## src/rtl/addsub_arbiter.sv

```systemverilog
`default_nettype none
// ============================================================================
//  Module   : addsub_arbiter
//  Purpose  : Round-robin arbiter that lets two requesters share one
//             WIDTH-bit ripple add/sub datapath. Only one operation is in
//             flight at a time. Requests and the response use valid/ready.
//  Ports    : clk_i, rst_i                  clock / sync active-high reset
//             req{0,1}_valid_i/_ready_o     request handshake
//             req{0,1}_a_i, _b_i, _mode_i   operands, mode 0=A+B 1=A-B
//             rsp_valid_o / rsp_ready_i     response handshake
//             rsp_result_o, rsp_id_o,       result mod 2^WIDTH, requester id,
//             rsp_ovf_o                     signed overflow flag
//  Revision : 1.0  initial release
// ============================================================================
module addsub_arbiter #(
  parameter int WIDTH = 5
) (
  input  logic             clk_i,
  input  logic             rst_i,
  input  logic             req0_valid_i,
  output logic             req0_ready_o,
  input  logic [WIDTH-1:0] req0_a_i,
  input  logic [WIDTH-1:0] req0_b_i,
  input  logic             req0_mode_i,
  input  logic             req1_valid_i,
  output logic             req1_ready_o,
  input  logic [WIDTH-1:0] req1_a_i,
  input  logic [WIDTH-1:0] req1_b_i,
  input  logic             req1_mode_i,
  output logic             rsp_valid_o,
  input  logic             rsp_ready_i,
  output logic [WIDTH-1:0] rsp_result_o,
  output logic             rsp_id_o,
  output logic             rsp_ovf_o
);

  typedef enum logic [1:0] {
    ST_IDLE = 2'd0,
    ST_CALC = 2'd1,
    ST_RESP = 2'd2
  } state_t;

  state_t           r_state;
  state_t           w_state_nxt;
  logic             r_last_grant;
  logic             r_id;
  logic             r_mode;
  logic [WIDTH-1:0] r_a;
  logic [WIDTH-1:0] r_b;
  logic             r_rsp_valid;
  logic [WIDTH-1:0] r_rsp_result;
  logic             r_rsp_id;
  logic             r_rsp_ovf;

  logic             w_accept;
  logic             w_grant_id;
  logic [WIDTH-1:0] w_bmux;
  logic [WIDTH-1:0] w_sum;
  logic             w_ovf;

  // Shared add/sub datapath: subtraction is A + ~B + 1.
  assign w_bmux = r_b ^ {WIDTH{r_mode}};
  assign w_sum  = r_a + w_bmux + {{(WIDTH-1){1'b0}}, r_mode};
  assign w_ovf  = (r_a[WIDTH-1] == w_bmux[WIDTH-1]) && (w_sum[WIDTH-1] != r_a[WIDTH-1]);

  // Grant selection and next state. Ready is held low while reset is
  // asserted so no request is consumed by a cycle that reset discards.
  always_comb begin
    w_state_nxt  = r_state;
    req0_ready_o = 1'b0;
    req1_ready_o = 1'b0;
    w_accept     = 1'b0;
    w_grant_id   = 1'b0;
    if (req0_valid_i && req1_valid_i) begin
      w_grant_id = ~r_last_grant;
    end else if (req1_valid_i) begin
      w_grant_id = 1'b1;
    end
    case (r_state)
      ST_IDLE: begin
        if (!rst_i && (req0_valid_i || req1_valid_i)) begin
          w_accept     = 1'b1;
          req0_ready_o = ~w_grant_id;
          req1_ready_o = w_grant_id;
          w_state_nxt  = ST_CALC;
        end
      end
      ST_CALC: w_state_nxt = ST_RESP;
      ST_RESP: begin
        if (rsp_ready_i) begin
          w_state_nxt = ST_IDLE;
        end
      end
      default: w_state_nxt = ST_IDLE;
    endcase
  end

  always_ff @(posedge clk_i) begin
    if (rst_i) begin
      r_state      <= ST_IDLE;
      r_last_grant <= 1'b1;
      r_id         <= 1'b0;
      r_mode       <= 1'b0;
      r_a          <= '0;
      r_b          <= '0;
      r_rsp_valid  <= 1'b0;
      r_rsp_result <= '0;
      r_rsp_id     <= 1'b0;
      r_rsp_ovf    <= 1'b0;
    end else begin
      r_state <= w_state_nxt;
      case (r_state)
        ST_IDLE: begin
          if (w_accept) begin
            r_id         <= w_grant_id;
            r_last_grant <= w_grant_id;
            r_mode       <= w_grant_id ? req1_mode_i : req0_mode_i;
            r_a          <= w_grant_id ? req1_a_i    : req0_a_i;
            r_b          <= w_grant_id ? req1_b_i    : req0_b_i;
          end
        end
        ST_CALC: begin
          r_rsp_result <= w_sum;
          r_rsp_id     <= r_id;
          r_rsp_ovf    <= w_ovf;
          r_rsp_valid  <= 1'b1;
        end
        ST_RESP: begin
          if (rsp_ready_i) begin
            r_rsp_valid <= 1'b0;
          end
        end
        default: r_rsp_valid <= 1'b0;
      endcase
    end
  end

  assign rsp_valid_o  = r_rsp_valid;
  assign rsp_result_o = r_rsp_result;
  assign rsp_id_o     = r_rsp_id;
  assign rsp_ovf_o    = r_rsp_ovf;

endmodule
`default_nettype wire

```

## config.mk

```make
export PLATFORM = sky130hd
export DESIGN_NAME = addsub_arbiter
export DESIGN_NICKNAME = d
export VERILOG_FILES = /design/src/rtl/addsub_arbiter.sv
export SDC_FILE = /design/constraint.sdc
export NUM_CORES = 1
export LEC_CHECK = 0
export ABC_AREA = 1
export BUFFER_PORTS_ARGS = -buffer_cell sky130_fd_sc_hd__buf_2
export CELL_PAD_IN_SITES_DETAIL_PLACEMENT = 0
export CELL_PAD_IN_SITES_GLOBAL_PLACEMENT = 1
export CORE_MARGIN = 2
export CORE_UTILIZATION = 37
export DETAILED_ROUTE_END_ITERATION = 16
export GPL_ROUTABILITY_DRIVEN = 0
export PLACE_DENSITY_LB_ADDON = 0.12
export SETUP_SLACK_MARGIN = 0.4
export SLEW_MARGIN = 10
export SYNTH_ARGS = -nofsm -noshare
export SYNTH_HDL_FRONTEND = slang
export SYNTH_SLANG_ARGS = --single-unit
```

## constraint.sdc

```tcl
create_clock -name clk_i -period 2.3 [get_ports clk_i]
set_input_delay 0.46 -clock clk_i [delete_from_list [all_inputs] [get_ports clk_i]]
set_output_delay 0.46 -clock clk_i [all_outputs]
set_load 0.05 [all_outputs]
```

==> summary.txt, run 1 <==
STA
  – Relative slew slack: around 77%
  – Final Slew Violations: 0
  – Worst-Margin Slew: 0.341 ns
  – Final setup fails: 0
  – Final Hold Fails: 0
  – Peak Freq: 0.556 GHz
  – Setup Skew: roughly 0.0038 ns
  – RSZ-0062 raised after global routing: no
  – Crit share post-route: between 70 and 80%
  – Setup TNS: 0 ns
  – Hold_ws: 0.425 ns
  – Tmin final: between 1.5 and 2 ns

Critical path
  – R2r startpoint: r_mode$_SDFFE_PP0P_
  – Worst R2R Path Depth: 10
  – Arrival time worst endpoint: 1.34 ns
  – CP endpoint: req0_ready_o
  – Crit path buf inv count: 4
  – Worst Setup End Kind: output pin
  – Crit path depth: 8
  – Crit Path Class: reg2out
  – Slowest stage cell, crit path: dfxtp_2
  – Top cell family by delay on the critical path: simple AND/OR/NAND/NOR gates
  – Crit-path cells: clkinv_1 > nand2_2 > nor2_4 > nand2_4 > clkinv_8 > nand2_1 > inv_2 > buf_8
  – R2R setup slack: about 0.63 ns
  – Critical path startpoint: r_state[0]$_SDFFE_PP0P_
  – Crit Reg-Reg Endpoint: rsp_ovf_o$_SDFFE_PP0P_
  – Worst path max stage delay: 0.34 ns
  – CP required: between 1.5 and 2 ns
  – Startpoint class of the critical path: register
  – Critical-path maximum fanout: 6

Global route
  – Total global routing overflow: 0
  – Initial antenna violation count: 0
  – All-Layer GR Usage: roughly 15%
  – Number of global-route vias before repair: roughly 1,100
  – First-pass GRT wire length: between 4 and 5 mm
  – Largest net degree at the start of global routing: 17

CTS
  – Clk pin slew, worst setup/hold paths: approximately 0.11 ns
  – Num Clock Sinks: 23
  – Hold buffers post-CTS: 0
  – H-tree depth: 1
  – CTS Buffer Depth: 2
  – CTS Root Cell: clkbuf_4
  – Total CTS buffers: 3
  – Worst-Skew Late Latency: 0.29 ns
  – CTS tree: yes

Route
  – Iteration-0 DRC Markers: between 50 and 60
  – Antenna Nets Post-Route: 0
  – Routed len/inst: 9.93 um
  – Total number of vias: approximately 1,200
  – Drt drc: 0
  – Vias per inst: approximately 4.3
  – WL final: around 2.7 mm
  – Drt pass-1 iters: 4

Logic synthesis
  – Top post-synthesis cells by count: nand2_1, dfxtp_1, a21oi_1
  – Mapped Avg Cell Area: 6.73 um^2
  – Count of cell types in the netlist: 27
  – Number of synthesized flops with an enable pin: 0
  – Mapped Nets: between 200 and 250
  – Yosys top cell area share: 36.6%
  – Synth area leaders: dfxtp_1, nand2_1, a21oi_1
  – Post-synth top flop: dfxtp_1
  – Synthesis warning total: 0
  – Mapped Cells: about 190
  – Asr flop ratio synth: 0%
  – Synth Cell Area: about 0.0013 mm^2
  – Most common cell in the synthesized netlist: nand2_1
  – Sequential-to-total area share from yosys stat: ~37%
  – FF+latch count, synth: 23
  – Cell accounting for the most synthesized area: dfxtp_1

Job
  – MaxCap Viol Count: 0

Power and ir drop
  – Peak supply drop: ~180 uV
  – Power Density: between 500 and 600 mW/mm^2
  – Leakage: 0.785 nW

Floorplanning
  – FP Rows: 21
  – Die height: roughly 62 um
  – Core area: roughly 0.0033 mm^2
  – Starting density of the core: between 30% and 40%
  – Die width: just over 60 um
  – # IOs: 37
  – Die ar.: around 0.004 mm^2

Cells and area
  – Share of layout cells above drive strength 1: 25.8%
  – Antenna cells: 0
  – Fin nets: between 200 and 300
  – Area Growth Syn to Fin: 21.8%

Placement
  – Port bufs: 36
  – Hpwl dp: 2.13 mm

Status
  – Outcome: finished, final reports clean

Min path
  – Min-Delay Path Class: in2reg
-- worst min-delay path by stage --
stage / cells past startpoint / from / to
floorplan: 1 / r_state[1]$_SDFFE_PP0P_ / rsp_valid_o$_SDFFE_PP0P_
global placement: 1 / r_state[1]$_SDFFE_PP0P_ / rsp_valid_o$_SDFFE_PP0P_
detailed placement: 1 / r_state[1]$_SDFFE_PP0P_ / rsp_valid_o$_SDFFE_PP0P_
CTS: 4 / rsp_ready_i / r_state[1]$_SDFFE_PP0P_
global route: 1 / r_state[1]$_SDFFE_PP0P_ / rsp_valid_o$_SDFFE_PP0P_
finish: 4 / rsp_ready_i / r_state[1]$_SDFFE_PP0P_
-- cell usage in the layout, fill, tap and decap left out, types with 3 or more instances in the layout --
cell       n
buf_2     33
o21ai_0    7
inv_1     12
a21oi_2    3
a21oi_1   14
clkbuf_4   4
xor2_1     3
buf_4      7
dfxtp_1   20
nor2_1    13
ha_1       3
nand3_1    9
dfxtp_2    3
nand2_1   78
-- registers in the layout, indices dropped and copies added (netlist names) --
signal	flops
r_a	5
r_state	2
rsp_id_o	1
r_mode	1
r_last_grant	1
r_b	5
rsp_valid_o	1
rsp_ovf_o	1
rsp_result_o	5
r_id	1
-- per-layer routing --
layer | GRT usage (%) | part of all wire, %
met5 | 0 | 0
met4 | 5.00 | 1.0
met3 | 2.17 | 4.1
met2 | 27.3 | 48
met1 | 18.1 | 47
-- power by group --
| group | leakage, nW | switching, mW | internal, mW |
|---|---|---|---|
| Clock | 0.0150 | 0.109 | 0.0674 |
| Combinational | 0.581 | 0.181 | 0.104 |
| Sequential | 0.190 | 0.0221 | 0.433 |
| Total | 0.785 | 0.312 | 0.604 |
-- worst min-delay path, stage by stage --
cell and delay, ns:
buf_2 0.07, nor2_1 0.03, nand2_1 0.06, a21oi_1 0.06
-- logic make-up (layout without fill, tap and decap cells) --
| group | count (synthesis) | after routing | synth area share [%] |
|---|---|---|---|
| and+or+nand+nor | 105 | 105 | 34.1 |
| AOI/OAI and AO/OA | 26 | 26 | 11.5 |
| buffers and inverters | 25 | 63 | 10.4 |
| DFF | 23 | 23 | 36.6 |
| adders and majority gates | 4 | 4 | 4.57 |
| xor gates and xnor gates | 4 | 4 | 2.78 |
-- what timing repair did --
| action | 4_1_cts | 5_1_grt |
|---|---|---|
| buffers inserted | 1 | 3 |
| pin swaps | 1 | 1 |
| hold endpoints to repair | 0 | 0 |
| endpoints found under the setup margin | 2 | 3 |
| gates resized for setup | 5 | 7 |
-- stage by stage --
step / area, um^2 / utilization [%] / setup slack, ns / instances / total power [mW]
floorplan: 1260 / - / 0.550 / 187 / 0.674
global placement: 1450 / 43.7 / 0.342 / 263 / 0.731
detailed placement: 1450 / 43.7 / 0.321 / 263 / 0.733
CTS: 1500 / 45.2 / 0.436 / 268 / 0.916
global route: 1530 / 46.3 / 0.401 / 271 / 0.989
finish: 1530 / 46.3 / 0.501 / 271 / 0.916
-- cell type report --
cell class	instances	area [um^2]
flip-flops and latches	23	464
clock buffers	4	26.3
inverters	17	77.6
repair buffers	42	240
well taps	46	57.6
multi-input cells	139	667
fillers	366	1780
Power figures use the tool's default switching activity.
==> run 2: changes to the inputs <==
- CORE_UTILIZATION: 37 -> 35
- clock period: 2.3 -> 1.8 ns (I/O delays scaled with it)
==> summary.txt, run 2 (synthesized netlist as in run 1, its figures left out) <==
Critical path
  – Worst path max stage delay: ~0.36 ns
  – Critical-path maximum fanout: 4
  – R2r startpoint: r_mode$_SDFFE_PP0P_
  – Crit path buf inv count: 4
  – Crit-path cells: clkinv_2 > nand2_4 > nor2_4 > nand2_4 > inv_8 > nand2_2 > clkinvlp_4 > buf_8
  – Arrival time worst endpoint: 1.27 ns
  – Critical path startpoint: r_state[0]$_SDFFE_PP0P_
  – Startpoint class of the critical path: register
  – Worst path most repeated cell: nand2_4
  – Worst Setup End Kind: output pin
  – Top cell family by delay on the critical path: flip-flops
  – CP required: between 1 and 1.5 ns
  – Slowest stage cell, crit path: dfxtp_2
  – Crit Path Class: reg2out

Power and ir drop
  – Total power: 1.28 mW
  – Leakage: approximately 0.87 nW
  – Power Density: between 700 and 800 mW/mm^2
  – Peak supply drop: 280 uV

Global route
  – Total global routing overflow: 0
  – First-pass GRT wire length: 4.92 mm
  – Initial antenna violation count: 0
  – Number of global-route vias before repair: 1,181
  – Largest net degree at the start of global routing: 16
  – All-Layer GR Usage: ~15%

Cells and area
  – Share of layout cells above drive strength 1: 43.4%
  – Commonest non-fill, non-tap cell in the layout: nand2_1
  – Area Growth Syn to Fin: 42.2%
  – Finished Cell Area: about 0.0018 mm^2
  – Antenna cells: 0
  – Most frequent cells in the layout: nand2_1, buf_2, buf_4
  – Fin nets: between 200 and 300
  – Layout Utilization: a little over half

CTS
  – Num Clock Sinks: 23
  – Total CTS buffers: 3
  – CTS Buffer Depth: 2
  – CTS Root Cell: clkbuf_4
  – Worst-Skew Late Latency: 0.30 ns
  – CTS tree: yes
  – Clk pin slew, worst setup/hold paths: between 0.1 and 0.15 ns
  – H-tree depth: 1

STA
  – Final Slew Violations: 0
  – Setup Skew: a little over 0.005 ns
  – Tmin final: roughly 1.6 ns
  – Final setup fails: 0
  – Relative slew slack: between 80% and 90%
  – Final Hold Fails: 0
  – Hold_ws: between 0.3 and 0.4 ns
  – Setup TNS: 0 ns
  – Worst-Margin Slew: 0.247 ns
  – RSZ-0062 raised after global routing: yes
  – Crit share post-route: between 90% and 100%
  – Peak Freq: about 0.61 GHz

Floorplanning
  – Starting density of the core: roughly 37%
  – # IOs: 37
  – Die height: around 64 um
  – Die width: ~64 um
  – FP Rows: 21
  – Core area: around 0.0034 mm^2
  – Die ar.: just over 0.004 mm^2

Min path
  – HP Start: rsp_ready_i
  – Min-Delay Path Class: in2reg

Route
  – Total number of vias: between 1,000 and 1,500
  – Antenna Nets Post-Route: 0
  – Routed len/inst: just under 10 um
  – WL final: approximately 2.9 mm
  – Drt drc: 0
  – Iteration-0 DRC Markers: 29
  – Drt pass-1 iters: 4
  – Vias per inst: around 4.6

Placement
  – Cell Area, Placed: around 0.0015 mm^2
  – Hpwl dp: 2.11 mm
  – Port bufs: 36

Job
  – MaxCap Viol Count: 0

Status
  – Outcome: finished, final reports clean
run 2: worst reg2reg max path, delay by kind of cell, from the launching register on:
| family | cells | cell delay (ns) |
|---|---|---|
| flip-flops | 1 | 0.40 |
| XOR/XNOR | 1 | 0.13 |
| AND/OR/NAND/NOR | 2 | 0.19 |
| AO/OA/AOI/OAI | 1 | 0.06 |
| buffers and inverters | 3 | 0.32 |
| adder cells (fa/ha/maj) | 1 | 0.39 |
run 2: final cells by class:
class / instances / area [um^2]
Fill cell: 352 / 1600
Multi-Input combinational cell: 139 / 774
Sequential cell: 23 / 469
Timing Repair Buffer: 59 / 374
Inverter: 17 / 88.8
Tap cell: 46 / 57.6
Clock buffer: 4 / 26.3
run 2: timing repair:
action / in CTS / in global routing
hold endpoints to repair: 0 / 0
hold buffers: 0 / 0
pin swaps: 9 / 9
gates resized for setup: 22 / 17
setup endpoints to repair: 7 / 8
buffers inserted: 8 / 11
run 2: path summary, 6_finish.rpt:
check                                               endpoint  slack (ns)  depth (start not counted)
worst max-delay path                            req1_ready_o        0.17                          8
worst min-delay path                 r_state[1]$_SDFFE_PP0P_        0.32                          4
worst max register to register  rsp_result_o[2]$_SDFFE_PP0P_        0.21                          8
worst min register to register      rsp_valid_o$_SDFFE_PP0P_        0.46                          1
run 2: stage by stage:
step,setup slack (ns),instances
detailed placement,0.128,265
finish,0.166,288
global route,0.0652,288
global placement,0.170,265
floorplan,0.325,187
CTS,0.126,277
run 2: per-layer routing:
layer  track usage (%)  vias up  wire length [um]
met3              2.11        2               123
met1              17.0      584              1280
met4              6.52        0                27
met5                 0        -                 0
li1                  -      692                 -
met2              27.3       33              1430
run 2: power breakdown:
| part | internal (mW) | total [mW] | leakage [nW] | switching [mW] |
|---|---|---|---|---|
| combinational | 0.194 | 0.460 | 0.663 | 0.265 |
| sequential | 0.553 | 0.583 | 0.191 | 0.0301 |
| clock | 0.0863 | 0.234 | 0.0150 | 0.147 |
| total | 0.834 | 1.28 | 0.869 | 0.443 |
==> run 3: changes to the inputs <==
- PLACE_DENSITY_LB_ADDON: 0.12 -> 0.1
- REMOVE_ABC_BUFFERS: default -> 1
==> summary.txt, run 3 (synthesized netlist as in run 1, its figures left out) <==
Global route
  – First-pass GRT wire length: between 4 and 5 mm
  – All-Layer GR Usage: between 10 and 15%
  – Total global routing overflow: 0
  – Initial antenna violation count: 0
  – Largest net degree at the start of global routing: 16
  – Number of global-route vias before repair: 1,136

STA
  – Crit share post-route: between 90% and 100%
  – Peak Freq: roughly 0.6 GHz
  – Hold_ws: approximately 0.32 ns
  – Tmin final: 1.63 ns
  – Final Slew Violations: 0
  – Setup Skew: just under 0.006 ns
  – Final Hold Fails: 0
  – Worst-Margin Slew: between 0.3 and 0.4 ns
  – RSZ-0062 raised after global routing: yes
  – Relative slew slack: about four fifths
  – Setup TNS: 0 ns
  – Final setup fails: 0

CTS
  – Clk pin slew, worst setup/hold paths: 0.13 ns
  – Num Clock Sinks: 23
  – H-tree depth: 1
  – Total CTS buffers: 3
  – CTS Buffer Depth: 2
  – Worst-Skew Late Latency: ~0.30 ns
  – CTS Root Cell: clkbuf_4
  – CTS tree: yes

Floorplanning
  – FP Rows: 21
  – # IOs: 37
  – Die height: between 60 and 70 um
  – Die ar.: 0.00409 mm^2
  – Core area: ~0.0034 mm^2
  – Die width: 64.0 um
  – Starting density of the core: 37.1%

Cells and area
  – Layout Cells excl Fill: ~280
  – Fin nets: around 270
  – Layout Utilization: 49.6%
  – Antenna cells: 0
  – Share of layout cells above drive strength 1: between 30% and 40%
  – Area Growth Syn to Fin: 33.7%
  – Commonest non-fill, non-tap cell in the layout: nand2_1
  – Most frequent cells in the layout: nand2_1, buf_2, dfxtp_1

Route
  – Antenna Nets Post-Route: 0
  – Drt pass-1 iters: 4
  – Vias per inst: around 4.4
  – Iteration-0 DRC Markers: 67
  – Total number of vias: approximately 1,200
  – Routed len/inst: 9.91 um
  – Drt drc: 0
  – WL final: roughly 2.8 mm

Power and ir drop
  – Power Density: 740 mW/mm^2
  – Combinational share of power: approximately a third
  – Clock network power share: approximately a fifth
  – Switching share of power: between 30% and 40%
  – Leakage: 0.849 nW
  – Flop pwr share: between 40% and 50%
  – Internal power: between 0.8 and 0.9 mW
  – Peak supply drop: 264 uV
  – Sw power: approximately 0.43 mW

Critical path
  – Worst Setup End Kind: output pin
  – Crit Path Class: reg2out
  – CP required: 1.44 ns
  – Critical-path maximum fanout: 4
  – Arrival time worst endpoint: 1.27 ns
  – Startpoint class of the critical path: register

Status
  – Outcome: finished, final reports clean

Min path
  – Min-Delay Path Class: in2reg

Placement
  – Port bufs: 36
  – Hpwl dp: about 2.0 mm
  – Placed insts: 265

Job
  – MaxCap Viol Count: 0
-- run 3: cell count changes in the layout (fill, tap and decap cells not counted), sizes merged --
| cell | before | now |
|---|---|---|
| buf | 58 | 52 |
| clkbuf | 5 | 4 |
| clkinvlp | 3 | 0 |
| inv | 13 | 16 |
-- run 3: through the flow --
stage	power, mW	cell area, um^2	worst slack [ns]
3_5_place_dp	0.937	1460	0.109
4_1_cts	1.24	1650	0.142
2_1_floorplan	0.834	1190	0.200
3_3_place_gp	0.930	1460	0.125
6_report	1.24	1680	0.174
5_1_grt	1.33	1680	0.0978
-- run 3: worst max-delay path, stage by stage (launching register included) --
cell and delay, ns:
dfxtp_2 0.36, clkinv_4 0.05, nand2_4 0.05, nor2_4 0.10, nand2_4 0.08, inv_8 0.07, nand2_4 0.05, inv_4 0.06
buf_8 0.13
-- run 3: final timing paths --
check	start	end	slack, ns	depth (start not counted)
min reg2reg	r_state[1]$_SDFFE_PP0P_	rsp_valid_o$_SDFFE_PP0P_	0.47	1
max reg2reg	r_mode$_SDFFE_PP0P_	rsp_result_o[4]$_SDFFE_PP0P_	0.25	9
max	r_state[1]$_SDFFE_PP0P_	req0_ready_o	0.17	8
min	rsp_ready_i	r_state[1]$_SDFFE_PP0P_	0.32	4
-- run 3: repair_timing --
| item | 4_1_cts | 5_1_grt |
|---|---|---|
| buffers inserted | 9 | 3 |
| pin swaps | 14 | 4 |
| hold buffers | 0 | 0 |
| endpoints found under the setup margin | 7 | 7 |
| gates resized for setup | 32 | 7 |
| endpoints found under the hold margin | 0 | 0 |
-- run 3: cell type report --
class,instances,area (um^2)
clock buffer,4,26.3
fill,356,1710
sequential,23,469
timing repair buffer,52,332
inverter,17,83.8
tap,46,57.6
multi-input combinational,139,714
-- run 3: power by group through the flow --
stage	logic [mW]	clock network (mW)	registers (mW)
2_1_floorplan	0.190	0	0.644
3_3_place_gp	0.341	0	0.589
5_1_grt	0.471	0.270	0.589
3_5_place_dp	0.347	0	0.590
4_1_cts	0.411	0.249	0.582
6_report	0.426	0.236	0.584
-- run 3: metal layers --
| layer | vias up | track usage, % | wire (um) |
|---|---|---|---|
| met3 | 2 | 2.11 | 148 |
| li1 | 679 | - | - |
| met5 | - | 0 | 0 |
| met4 | 0 | 6.52 | 27 |
| met1 | 527 | 17.3 | 1300 |
| met2 | 40 | 25.4 | 1310 |
